==> config.mk <==
export PLATFORM = sky130hd
export DESIGN_NAME = timer_irq_ctrl
export DESIGN_NICKNAME = d
export VERILOG_FILES = /design/src/rtl/hucio_pkg.sv /design/src/rtl/timer_irq_ctrl_timer_core.sv /design/src/rtl/timer_irq_ctrl.sv
export SDC_FILE = /design/constraint.sdc
export NUM_CORES = 1
export LEC_CHECK = 0
export BUFFER_PORTS_ARGS = -buffer_cell sky130_fd_sc_hd__buf_2
export CAP_MARGIN = 20
export CORE_ASPECT_RATIO = 0.6
export CORE_MARGIN = 5
export CORE_UTILIZATION = 60
export DETAILED_ROUTE_END_ITERATION = 8
export MAX_ROUTING_LAYER = met4
export PLACE_DENSITY = 0.82
export SYNTH_ARGS = -nofsm -noshare
export SYNTH_HDL_FRONTEND = slang
export SYNTH_SLANG_ARGS = --single-unit
==> constraint.sdc <==
create_clock -name clk -period 5.7 [get_ports clk]
set_input_delay 1.14 -clock clk [delete_from_list [all_inputs] [get_ports clk]]
set_output_delay 1.14 -clock clk [all_outputs]
set_load 0.005 [all_outputs]
==> src/rtl/hucio_pkg.sv <==
// Shared definitions for the HuC6280 timer / interrupt-controller IO pages.
package hucio_pkg;

    typedef enum logic [1:0] {
        TMR_CNT  = 2'd0,
        TMR_CTL  = 2'd1,
        IRQ_MASK = 2'd2,
        IRQ_STAT = 2'd3
    } reg_off_e;

    localparam int IRQ2_B = 0;
    localparam int IRQ1_B = 1;
    localparam int TIQ_B  = 2;

    localparam int PRESCALE_DEF = 1024;

endpackage

==> src/rtl/timer_irq_ctrl_timer_core.sv <==
// Timer datapath: prescaler, 7-bit down counter, reload register and run flag.
module timer_core #(
    parameter int PRESCALE = 1024,
    parameter int CNT_W    = 7
) (
    input  logic             clk,
    input  logic             reset,
    input  logic             tick_en,
    input  logic             load_reload,
    input  logic [CNT_W-1:0] reload_val,
    input  logic             run_wr,
    input  logic             run_val,
    output logic [CNT_W-1:0] counter,
    output logic             underflow
);

    localparam int PW = $clog2(PRESCALE);
    localparam logic [PW-1:0] PMAX = PW'(PRESCALE - 1);

    logic [PW-1:0]    presc_q;
    logic [CNT_W-1:0] counter_q;
    logic [CNT_W-1:0] reload_q;
    logic             run_q;

    logic start;
    logic stop;
    logic active;
    logic wrap;

    // Writing run=1 while already running leaves counting undisturbed.
    assign start  = run_wr & run_val & ~run_q;
    assign stop   = run_wr & ~run_val;
    assign active = run_q & tick_en & ~stop;
    assign wrap   = active & (presc_q == PMAX);

    assign underflow = wrap & (counter_q == '0);
    assign counter   = counter_q;

    always_ff @(posedge clk) begin
        if (reset) begin
            presc_q   <= '0;
            counter_q <= '0;
            reload_q  <= '0;
            run_q     <= 1'b0;
        end else begin
            if (load_reload)
                reload_q <= reload_val;
            if (run_wr)
                run_q <= run_val;
            if (start) begin
                counter_q <= reload_q;
                presc_q   <= '0;
            end else if (active) begin
                presc_q <= wrap ? '0 : presc_q + PW'(1);
                if (wrap)
                    counter_q <= (counter_q == '0) ? reload_q : counter_q - CNT_W'(1);
            end
        end
    end

endmodule

==> src/rtl/timer_irq_ctrl.sv <==
// Bus responder for the timer (CET_n) and interrupt controller (CECG_n) pages:
// decode, IO buffer, mask, timer-pending flag and registered read mux.
module timer_irq_ctrl
    import hucio_pkg::*;
#(
    parameter int PRESCALE = PRESCALE_DEF,
    parameter int CNT_W    = 7
) (
    input  logic       clk,
    input  logic       reset,
    input  logic       tick_en,
    input  logic       cet_n,
    input  logic       cecg_n,
    input  logic [1:0] addr,
    input  logic       rd,
    input  logic       wr,
    input  logic [7:0] d_in,
    output logic [7:0] d_out,
    input  logic       irq1_n,
    input  logic       irq2_n,
    output logic       tiq_req,
    output logic       irq1_req,
    output logic       irq2_req
);

    logic tmr_sel, irq_sel, wr_v, rd_v;
    logic load_reload, run_wr, mask_wr, ack_wr;
    logic [CNT_W-1:0] counter;
    logic underflow;

    logic [7:0] iobuf_q, iobuf_d;
    logic [7:0] d_out_q, d_out_d;
    logic [2:0] mask_q, mask_d;
    logic       tiq_pend_q, tiq_pend_d;
    logic [7:0] rd_data;

    // Exactly one page select must be low; write beats read on a double strobe.
    assign tmr_sel = ~cet_n & cecg_n;
    assign irq_sel = cet_n & ~cecg_n;
    assign wr_v    = (tmr_sel | irq_sel) & wr;
    assign rd_v    = (tmr_sel | irq_sel) & rd & ~wr;

    assign load_reload = wr_v & tmr_sel & ~addr[0];
    assign run_wr      = wr_v & tmr_sel & addr[0];
    assign mask_wr     = wr_v & irq_sel & (addr == IRQ_MASK);
    assign ack_wr      = wr_v & irq_sel & (addr == IRQ_STAT);

    timer_core #(
        .PRESCALE(PRESCALE),
        .CNT_W   (CNT_W)
    ) u_timer_core (
        .clk        (clk),
        .reset      (reset),
        .tick_en    (tick_en),
        .load_reload(load_reload),
        .reload_val (d_in[CNT_W-1:0]),
        .run_wr     (run_wr),
        .run_val    (d_in[0]),
        .counter    (counter),
        .underflow  (underflow)
    );

    always_comb begin
        rd_data = iobuf_q;
        if (tmr_sel) begin
            rd_data = {iobuf_q[7], 7'(counter)};
        end else begin
            case (reg_off_e'(addr))
                IRQ_MASK: rd_data = {iobuf_q[7:3], mask_q};
                IRQ_STAT: rd_data = {iobuf_q[7:3], tiq_pend_q, ~irq1_n, ~irq2_n};
                default:  rd_data = iobuf_q;
            endcase
        end
    end

    // A timer underflow outranks a same-cycle acknowledge.
    always_comb begin
        iobuf_d    = iobuf_q;
        d_out_d    = d_out_q;
        mask_d     = mask_q;
        tiq_pend_d = tiq_pend_q;
        if (wr_v)
            iobuf_d = d_in;
        if (rd_v) begin
            iobuf_d = rd_data;
            d_out_d = rd_data;
        end
        if (mask_wr)
            mask_d = d_in[2:0];
        if (underflow)
            tiq_pend_d = 1'b1;
        else if (ack_wr)
            tiq_pend_d = 1'b0;
    end

    always_ff @(posedge clk) begin
        if (reset) begin
            iobuf_q    <= '0;
            d_out_q    <= '0;
            mask_q     <= '0;
            tiq_pend_q <= 1'b0;
        end else begin
            iobuf_q    <= iobuf_d;
            d_out_q    <= d_out_d;
            mask_q     <= mask_d;
            tiq_pend_q <= tiq_pend_d;
        end
    end

    assign d_out    = d_out_q;
    assign tiq_req  = tiq_pend_q & ~mask_q[TIQ_B];
    assign irq1_req = ~irq1_n & ~mask_q[IRQ1_B];
    assign irq2_req = ~irq2_n & ~mask_q[IRQ2_B];

endmodule
==> out/results.ini, run 1 <==
[routing]
vias_per_cell = 6.020
final_antenna_net_count = 0
wl_met3_um = 461
wl_met2_um = 1881
wl_um = 5158
via_count = 2071
top_layer_used = met4
routedWlPerCell_um = 14.99
drc = 0
dr.pass1.iters = 5
drt-met1-wl_um = 2762
drtIter0Drc = 173

[clock_network]
cts.clk_slew.worst_paths_ns = 0.08
htreeDepth = 2
ctsHoldBuffers = 0
ctsResizeCount = 0
clk_path_buf_depth = 2
cts_root_buf = clkbuf_8
cts_tree = yes
post_cts_buffers = 0
cts_buffers = 5
cts_sinks = 45
clk_latency_ns = 0.30

[place]
gp_congestion = 0.9385
place_inst = 336
hpwl_um = 3762
port_buffers = 29

[setup_path]
cp-end-kind = flip-flop
path_max_fanout = 15
worstPathRequired_ns = 5.90
slowest_delay_ns = 0.54
crit_chain = buf_2, inv_1, ha_1, nand4b_1, nand3_1, nor3_1, nand2b_1, o31ai_1
startpoint_type = primary input
crit_arrival_ns = 3.03
crit_type = primary input to flip-flop
cpMaxStageDelayCell = ha_1

[timing]
finalSetupViolations = 0
timing.fmax_mhz = 353.4
worstMarginPinSlew_ns = 0.9050
min_period_ns = 2.830
final.period_utilization_pct = 49.64
skew_ns = 0.003401
finalHoldViolCount = 0
whs_ns = 0.4648
rsz0062_at_grt = no
slew_headroom_pct = 39.40
slew_viol_final = 0
finalSetupTns_ns = 0

[yosys]
postSynth.asyncResetShare_pct = 0
ys_ff_latch = 45
netlist_area_mm2 = 0.002282
ys_seq_area_share_pct = 39.47
synth_cells = 273
ys.flop_type = dfxtp_1
yosysTopAreaCell = dfxtp_1
ys_types = 50
synth_area_leaders = dfxtp_1 (39%), nor2_1 (7.7%), mux2i_1 (6.6%), a21oi_1 (5.0%), nor3_1 (2.9%)
ys.warnings.count = 0
synth_edf_count = 0
syn-num-nets = 297
avgSynthCellArea_um2 = 8.360
synth_top_area_share_pct = 39.47

[grt]
antenna_found_initial = 0
grt_util_all_layers_pct = 22.19
grt_first_pass_wirelength_um = 8625
grt_pass1_vias = 1707
grt_start_max_net_pins = 41
overflow = 0

[finish]
final_cells = 344
area_growth_pct = 9.485
final_common_cell = nor2_1
final_nets = 320
n_antenna_cell = 0
drive_gt1_share_pct = 16.84
mostFrequentLayoutCells = nor2_1 (47), dfxtp_1 (45), buf_2 (29), a21oi_1 (23), mux2i_1 (15)

[min_path]
hp-class = flip-flop to flip-flop

[outcome]
outcome = complete, no violations

[pwr]
ir_worst_vdd_uv = 164.3
power.density_mw_per_mm2 = 247.1
leakage_nw = 0.9891

[die]
rows = 17
die_w_um = 89.62
io_pins = 30
coreArea_mm2 = 0.003659
start_util_pct = 62.38
dieArea_mm2 = 0.005177
die_h_um = 57.77

[job]
maxCapViolations = 0

## cell families after synthesis
logic type	share of synthesized area (%)
buffers and inverters	4.880
xor gates and xnor gates	2.686
and+or+nand+nor	26.97
AOI/OAI and AO/OA	16.67
DFF	39.47
adders and majority gates	2.741
muxes	6.579
## sequential cells by signal, indices dropped and copies added, names as in the netlist
register and count:
tiq_pend_q 1, u_timer_core.counter 7, d_out 8, u_timer_core.reload_q 7, mask_q 3, u_timer_core.run_q 1, iobuf_q 8, u_timer_core.presc_q 10
## report_power, final
part / total (mW) / leakage, nW / switching (mW) / internal, mW
combinational: 0.0916 / 0.580 / 0.0552 / 0.0364
clock: 0.193 / 0.0439 / 0.109 / 0.0847
sequential: 0.333 / 0.365 / 0.00751 / 0.325
## path summary, 6_finish.rpt
| check | from | end | slack (ns) | depth (start not counted) |
|---|---|---|---|---|
| max | cet_n | u_timer_core.presc_q[0] | 2.87 | 8 |
| min | iobuf_q[7] | iobuf_q[7] | 0.46 | 2 |
| max reg2reg | u_timer_core.presc_q[0] | u_timer_core.counter[0] | 3.58 | 6 |
| min reg2reg | iobuf_q[7] | iobuf_q[7] | 0.46 | 2 |
## area by class of cell
class                      instances  area [um^2]
sequential                        45        900.9
timing repair buffer              29        145.1
clock inverter                     3        17.52
multi-input combinational        205         1270
fill                             311         1160
inverter                          10        37.54
clock buffer                       5        68.82
tap                               47        58.81
## Yosys cell counts, drive strengths merged (3+ instances only)
cell / count
nor2: 47
dfxtp: 45
a21oi: 24
mux2i: 15
nand2: 13
nor3: 13
inv: 10
nand3: 9
clkbuf: 7
nand2b: 7
o21ai: 7
nand4: 6
nor2b: 6
a211oi: 5
buf: 5
ha: 5
nor4: 5
and3: 4
o22ai: 4
o32ai: 4
xnor2: 4
or2: 3
xor2: 3
## per-layer routing
| metal | track usage [%] | vias up |
|---|---|---|
| li1 | - | 1014 |
| met1 | 35.91 | 949 |
| met2 | 26.35 | 101 |
| met3 | 5.540 | 7 |
| met4 | 5.096 | 0 |
| met5 | - | - |
## per-stage QoR
step	power, mW	instance area, um^2	setup slack [ns]	util, %
after floorplan	0.4058	2282	3.060	-
after global placement	0.4279	2412	2.706	65.94
after detailed placement	0.4290	2412	2.634	65.94
after CTS	0.6202	2499	2.953	68.30
after global routing	0.6522	2499	2.714	68.30
final	0.6175	2499	2.870	68.30
## worst max-delay path: cells and delay by family
family / cells / cell delay, ns
and+or+nand+nor: 4 / 0.94
buffers and inverters: 2 / 0.16
adders and majority gates: 1 / 0.54
AOI/OAI and AO/OA: 1 / 0.26
Note: power is estimated with default switching activity, not from simulation.
==> run 2: changes to the inputs <==
Settings changed: ABC_AREA from default to 1, CORE_UTILIZATION 60 to 57, PLACE_DENSITY 0.82 to 0.79.
Clock period 5.7 ns to 2.65 ns, I/O delays scaled along.
==> out/results.ini, run 2 <==
[outcome]
outcome = complete, no violations

[yosys]
synth_top_area_share_pct = 38.36  ; -1.1 points
yosysTopAreaCell = dfxtp_1
ys.warnings.count = 0  ; unchanged
synth_edf_count = 0  ; unchanged
ys_seq_area_share_pct = 38.36  ; -1.1 points
postSynth.asyncResetShare_pct = 0  ; unchanged
yosysMostFrequentCell = nand2_1
avgSynthCellArea_um2 = 6.749  ; -19%
syn-num-nets = 372  ; +25%
ys.flop_type = dfxtp_1
synth_cells = 348  ; +27%
synth_common_cells = nand2_1 (77), dfxtp_1 (45), inv_1 (45)
ys_types = 30  ; -40%
netlist_area_mm2 = 0.002349  ; +2.9%
ys_ff_latch = 45  ; unchanged
synth_area_leaders = dfxtp_1 (38%), nand2_1 (12%), inv_1 (7.2%), a21oi_1 (7.0%), o21ai_0 (7.0%)

[timing]
worstMarginPinSlew_ns = 0.6323  ; -0.2727 ns
final.period_utilization_pct = 65.59
rsz0062_at_grt = no
whs_ns = 0.4605  ; -0.004364 ns
min_period_ns = 1.738
slew_headroom_pct = 57.80  ; +18 points
finalHoldViolCount = 0  ; unchanged
slew_viol_final = 0  ; unchanged
finalSetupTns_ns = 0  ; unchanged
fin_ws_ns = 0.9118  ; -1.959 ns
skew_ns = 0.005576  ; +0.002175 ns
finalSetupViolations = 0  ; unchanged
timing.fmax_mhz = 575.3

[routing]
wl_met2_um = 2110  ; +12%
drt-met1-wl_um = 2890  ; +4.6%
final_antenna_net_count = 0  ; unchanged
wl_um = 5533  ; +7.3%
vias_per_cell = 5.308  ; -12%
drtIter0Drc = 148  ; -14%
drc = 0  ; unchanged
via_count = 2272  ; +9.7%
routedWlPerCell_um = 12.93  ; -14%
wl_met3_um = 473  ; +2.6%
dr.pass1.iters = 5  ; unchanged
top_layer_used = met4

[grt]
overflow = 0  ; unchanged
grt_util_all_layers_pct = 22.01  ; -0.19 points
grt_pass1_vias = 1940  ; +14%
grt_start_max_net_pins = 24  ; -41%
grt_first_pass_wirelength_um = 9294  ; +7.8%
antenna_found_initial = 0  ; unchanged

[finish]
largest_register_ffs = 10  ; unchanged
largest_register = u_timer_core.presc_q
final_common_cell = nand2_1
n_antenna_cell = 0  ; unchanged
drive_gt1_share_pct = 14.55  ; -2.3 points
mostFrequentLayoutCells = nand2_1 (77), inv_1 (45), dfxtp_1 (45), nor2_1 (43)
final_cells = 428  ; +24%
area_growth_pct = 11.40
final_nets = 402  ; +26%
utilization_pct = 64.54  ; -3.8 points

[min_path]
hp-class = flip-flop to flip-flop
hp-start = d_out[5]

[clock_network]
cts.clk_slew.worst_paths_ns = 0.08  ; about the same
cts_sinks = 45  ; unchanged
htreeDepth = 2  ; unchanged
cts_buffers = 5  ; unchanged
clk_path_buf_depth = 2  ; unchanged
ctsResizeCount = 0  ; unchanged
ctsHoldBuffers = 0  ; unchanged
cts_root_buf = clkbuf_8
clk_latency_ns = 0.30  ; about the same
post_cts_buffers = 0  ; unchanged
cts_tree = yes

[place]
preCtsSetupSlack_ns = 0.6154  ; -2.019 ns
port_buffers = 29  ; unchanged
place_inst = 421  ; +25%
gp_congestion = 0.9220  ; -1.8%
hpwl_um = 4212  ; +12%

[die]
dieArea_mm2 = 0.005546  ; +7.1%
start_util_pct = 57.93  ; -4.4 points
io_pins = 30  ; unchanged
rows = 18  ; +1
die_w_um = 92.87  ; +3.6%
die_h_um = 59.72  ; +3.4%
coreArea_mm2 = 0.004054  ; +11%

[setup_path]
reg2reg_from = u_timer_core.counter[0]
rrSetupSlack_ns = 0.94  ; -2.64 ns
startpoint_type = primary input
worstPathRequired_ns = 2.85  ; -3.05 ns
path_max_fanout = 11  ; -4
ff2ff_path_depth = 11  ; +5
crit_path_end = u_timer_core.counter[5]
crit_arrival_ns = 1.94  ; -1.09 ns
startpoint = cet_n
crit_type = primary input to flip-flop
reg2reg_to = u_timer_core.counter[3]
cp-end-kind = flip-flop

[job]
maxCapViolations = 0  ; unchanged

[pwr]
seqPwrFrac_pct = 54.1  ; +0.2 points
power.density_mw_per_mm2 = 503.4  ; +100%
switching_share_pct = 26.85  ; -0.88 points
intPower_mw = 0.9634  ; +120%
leakage_nw = 1.234  ; +25%
p_comb_share_pct = 12.4  ; -2.4 points
ir_worst_vdd_uv = 288.0  ; +75%
p_clk_share_pct = 33.5  ; +2.2 points
switchingPower_mw = 0.3537  ; +110%

[run 2: per-layer routing]
metal  GRT usage [%]  vias up
met5               -        -
met4           7.098        0
met3           5.283        7
met2           29.68       88
met1           32.04     1001
li1                -     1176
[run 2: logic make-up (layout without fill, tap and decap cells)]
family / after synthesis / after routing / synth area share, %
compound gates: 79 / 79 / 17.74
xor+xnor: 7 / 7 / 2.611
fa+ha+maj: 5 / 5 / 2.664
buf+inv: 59 / 89 / 10.50
flops: 45 / 45 / 38.36
simple gates: 153 / 153 / 28.13
[run 2: cell type report]
cell class                      count  area, um^2
Clock buffer                        6       82.58
Clock inverter                      1       7.507
Fill cell                         386        1438
Inverter                           49       186.4
Multi-Input combinational cell    244        1201
Sequential cell                    45       900.9
Tap cell                           50       62.56
Timing Repair Buffer               33       175.2
[run 2: stage by stage]
step / instance area [um^2] / power [mW]
after floorplan: 2349 / 0.8363
after global placement: 2526 / 0.8844
after detailed placement: 2526 / 0.8873
after CTS: 2616 / 1.326
after global routing: 2616 / 1.383
final: 2616 / 1.317
[run 2: worst max-delay path, cell delays in order]
cell,delay [ns]
buf_2,0.11
inv_1,0.05
ha_1,0.18
nand2_2,0.07
nor2_2,0.12
nand2_2,0.09
nand2_2,0.14
nor2_4,0.05
nor2_2,0.37
nand2_1,0.10
nand2_1,0.08
nor2_1,0.05
[run 2: worst min path at each step]
stage,end,slack [ns],depth (start not counted)
after global placement,d_out[3],0.45,2
final,d_out[5],0.46,2
after floorplan,mask_q[2],0.44,2
after global routing,d_out[4],0.48,2
after detailed placement,d_out[4],0.45,2
after CTS,d_out[4],0.46,2
[run 2: power by group through the flow]
stage	logic (mW)	clock network (mW)	registers, mW
2_1_floorplan	0.111	0	0.725
3_3_place_gp	0.156	0	0.728
3_5_place_dp	0.159	0	0.728
4_1_cts	0.161	0.452	0.713
5_1_grt	0.185	0.482	0.716
6_report	0.163	0.441	0.713
==> run 3: changes to the inputs <==
Clock period 2.65 ns to 1.75 ns, I/O delays scaled along.
==> out/results.ini, run 3 (same netlist as run 2, synthesis figures left out) <==
[pwr]
ir_worst_vdd_uv = 467.9  ; +62%
fin_total_pwr_mw = 1.945  ; +48%
leakage_nw = 1.277  ; +3.4%
power.density_mw_per_mm2 = 726.5  ; +44%

[finish]
largest_register_ffs = 10  ; unchanged
largest_register = u_timer_core.presc_q
final_common_cell = nand2_1
area_growth_pct = 14.01
drive_gt1_share_pct = 16.80  ; +2.2 points
final_cells = 437  ; +2.1%
final_nets = 412  ; +2.5%
mostFrequentLayoutCells = nand2_1 (76), inv_1 (45), dfxtp_1 (45), nor2_1 (43)
n_antenna_cell = 0  ; unchanged
fill_cells = 373  ; -3.4%
multi_input_area_mm2 = 0.001204  ; +0.21%
final_area_mm2 = 0.002678  ; +2.3%
utilization_pct = 66.05  ; +1.5 points
register_area_um2 = 900.9  ; unchanged

[clock_network]
cts.clk_slew.worst_paths_ns = 0.08  ; about the same
cts_root_buf = clkbuf_8
ctsHoldBuffers = 0  ; unchanged
clk_path_buf_depth = 2  ; unchanged
cts_buffers = 5  ; unchanged
cts_sinks = 45  ; unchanged
htreeDepth = 2  ; unchanged
cts_tree = yes
ctsResizeCount = 0  ; unchanged
clk_latency_ns = 0.30  ; about the same
post_cts_buffers = 0  ; unchanged

[place]
port_buffers = 29  ; unchanged
gp_congestion = 0.9634  ; +4.5%
hpwl_um = 4357  ; +3.4%
preCtsSetupSlack_ns = -0.08258  ; -0.6979 ns
place_area_mm2 = 0.002601  ; +3.0%
place_inst = 431  ; +2.4%

[setup_path]
crit_type = flip-flop to flip-flop
crit_arrival_ns = 1.88  ; -0.06 ns
path_max_fanout = 6  ; -5
ff2ff_path_depth = 10  ; -1
startpoint_type = flip-flop
worstPathRequired_ns = 1.99  ; -0.86 ns
reg2reg_to = u_timer_core.counter[0]
cp-end-kind = flip-flop
rrSetupSlack_ns = 0.11  ; -0.83 ns
reg2reg_from = u_timer_core.counter[0]

[timing]
worstMarginPinSlew_ns = 0.6552  ; +0.02293 ns
min_period_ns = 1.644
finalSetupTns_ns = 0  ; unchanged
timing.fmax_mhz = 608.3
fin_ws_ns = 0.1060  ; -0.8058 ns
whs_ns = 0.3042  ; -0.1562 ns
finalHoldViolCount = 0  ; unchanged
skew_ns = 0.005940  ; +0.0003636 ns
slew_viol_final = 0  ; unchanged
final.period_utilization_pct = 93.94
slew_headroom_pct = 56.27  ; -1.5 points
finalSetupViolations = 0  ; unchanged

[min_path]
min_to = u_timer_core.reload_q[5]
hp-class = primary input to flip-flop
hold_depth = 3  ; +1
hp-start = d_in[5]

[routing]
routedWlPerCell_um = 13.09  ; +1.3%
vias_per_cell = 5.277  ; -0.59%
final_antenna_net_count = 0  ; unchanged
via_count = 2306  ; +1.5%
drtIter0Drc = 212  ; +43%
drc = 0  ; unchanged
wl_um = 5721  ; +3.4%
dr.pass1.iters = 4  ; -1

[grt]
grt_pass1_vias = 2040  ; +5.2%
antenna_found_initial = 0  ; unchanged
grt_util_all_layers_pct = 22.29  ; +0.29 points
overflow = 0  ; unchanged
grt_start_max_net_pins = 24  ; unchanged
grt_first_pass_wirelength_um = 9411  ; +1.3%

[die]
io_pins = 30  ; unchanged
dieArea_mm2 = 0.005546  ; unchanged
die_w_um = 92.87  ; unchanged
die_h_um = 59.72  ; unchanged
rows = 18  ; unchanged
coreArea_mm2 = 0.004054  ; unchanged
start_util_pct = 57.93  ; unchanged

[outcome]
outcome = complete, no violations

[job]
maxCapViolations = 0  ; unchanged

run 3: cell count changes in the layout (fill, tap and decap cells not counted):
cell / before / now
buf_4: 4 / 14
nand2_1: 77 / 76
clkinv_2: 0 / 1
clkinvlp_4: 1 / 0
nand2_2: 5 / 6
clkbuf_8: 6 / 5
run 3: worst max path at each step:
stage	depth (start not counted)	start	slack [ns]	endpoint
floorplan	9	cet_n	0.20	iobuf_q[3]
global placement	12	cet_n	-0.006	u_timer_core.counter[4]
detailed placement	12	cet_n	-0.08	u_timer_core.counter[4]
CTS	10	u_timer_core.counter[0]	0.12	u_timer_core.counter[0]
global route	11	u_timer_core.counter[0]	-0.003	u_timer_core.counter[2]
finish	10	u_timer_core.counter[0]	0.11	u_timer_core.counter[0]
run 3: critical path: stages, from the launching register on:
cell and delay [ns]:
dfxtp_1 0.39, inv_1 0.13, ha_1 0.21, inv_1 0.05
nor2_1 0.03, nand3_1 0.15, nand2_2 0.12, buf_4 0.17
o21ai_0 0.15, nor2_1 0.06, nor2_1 0.11
run 3: per-layer routing:
metal | wire, um | GRT usage (%)
met3 | 485 | 6.289
met2 | 2193 | 29.48
met1 | 2974 | 32.38
met4 | 67 | 7.098
met5 | 0 | -
run 3: cell type report:
type | instances | share of cell area, %
flip-flops and latches | 45 | 33.64
clock inverters | 1 | 0.1869
repair buffers | 43 | 9.346
inverters | 49 | 6.963
multi-input cells | 244 | 44.95
clock buffers | 5 | 2.570
well taps | 50 | 2.336
run 3: power by group:
group          switching (mW)  total [mW]  internal, mW
sequential             0.0191        1.08          1.06
clock                   0.337       0.600         0.263
combinational           0.165       0.266         0.101
total                   0.521        1.95          1.42
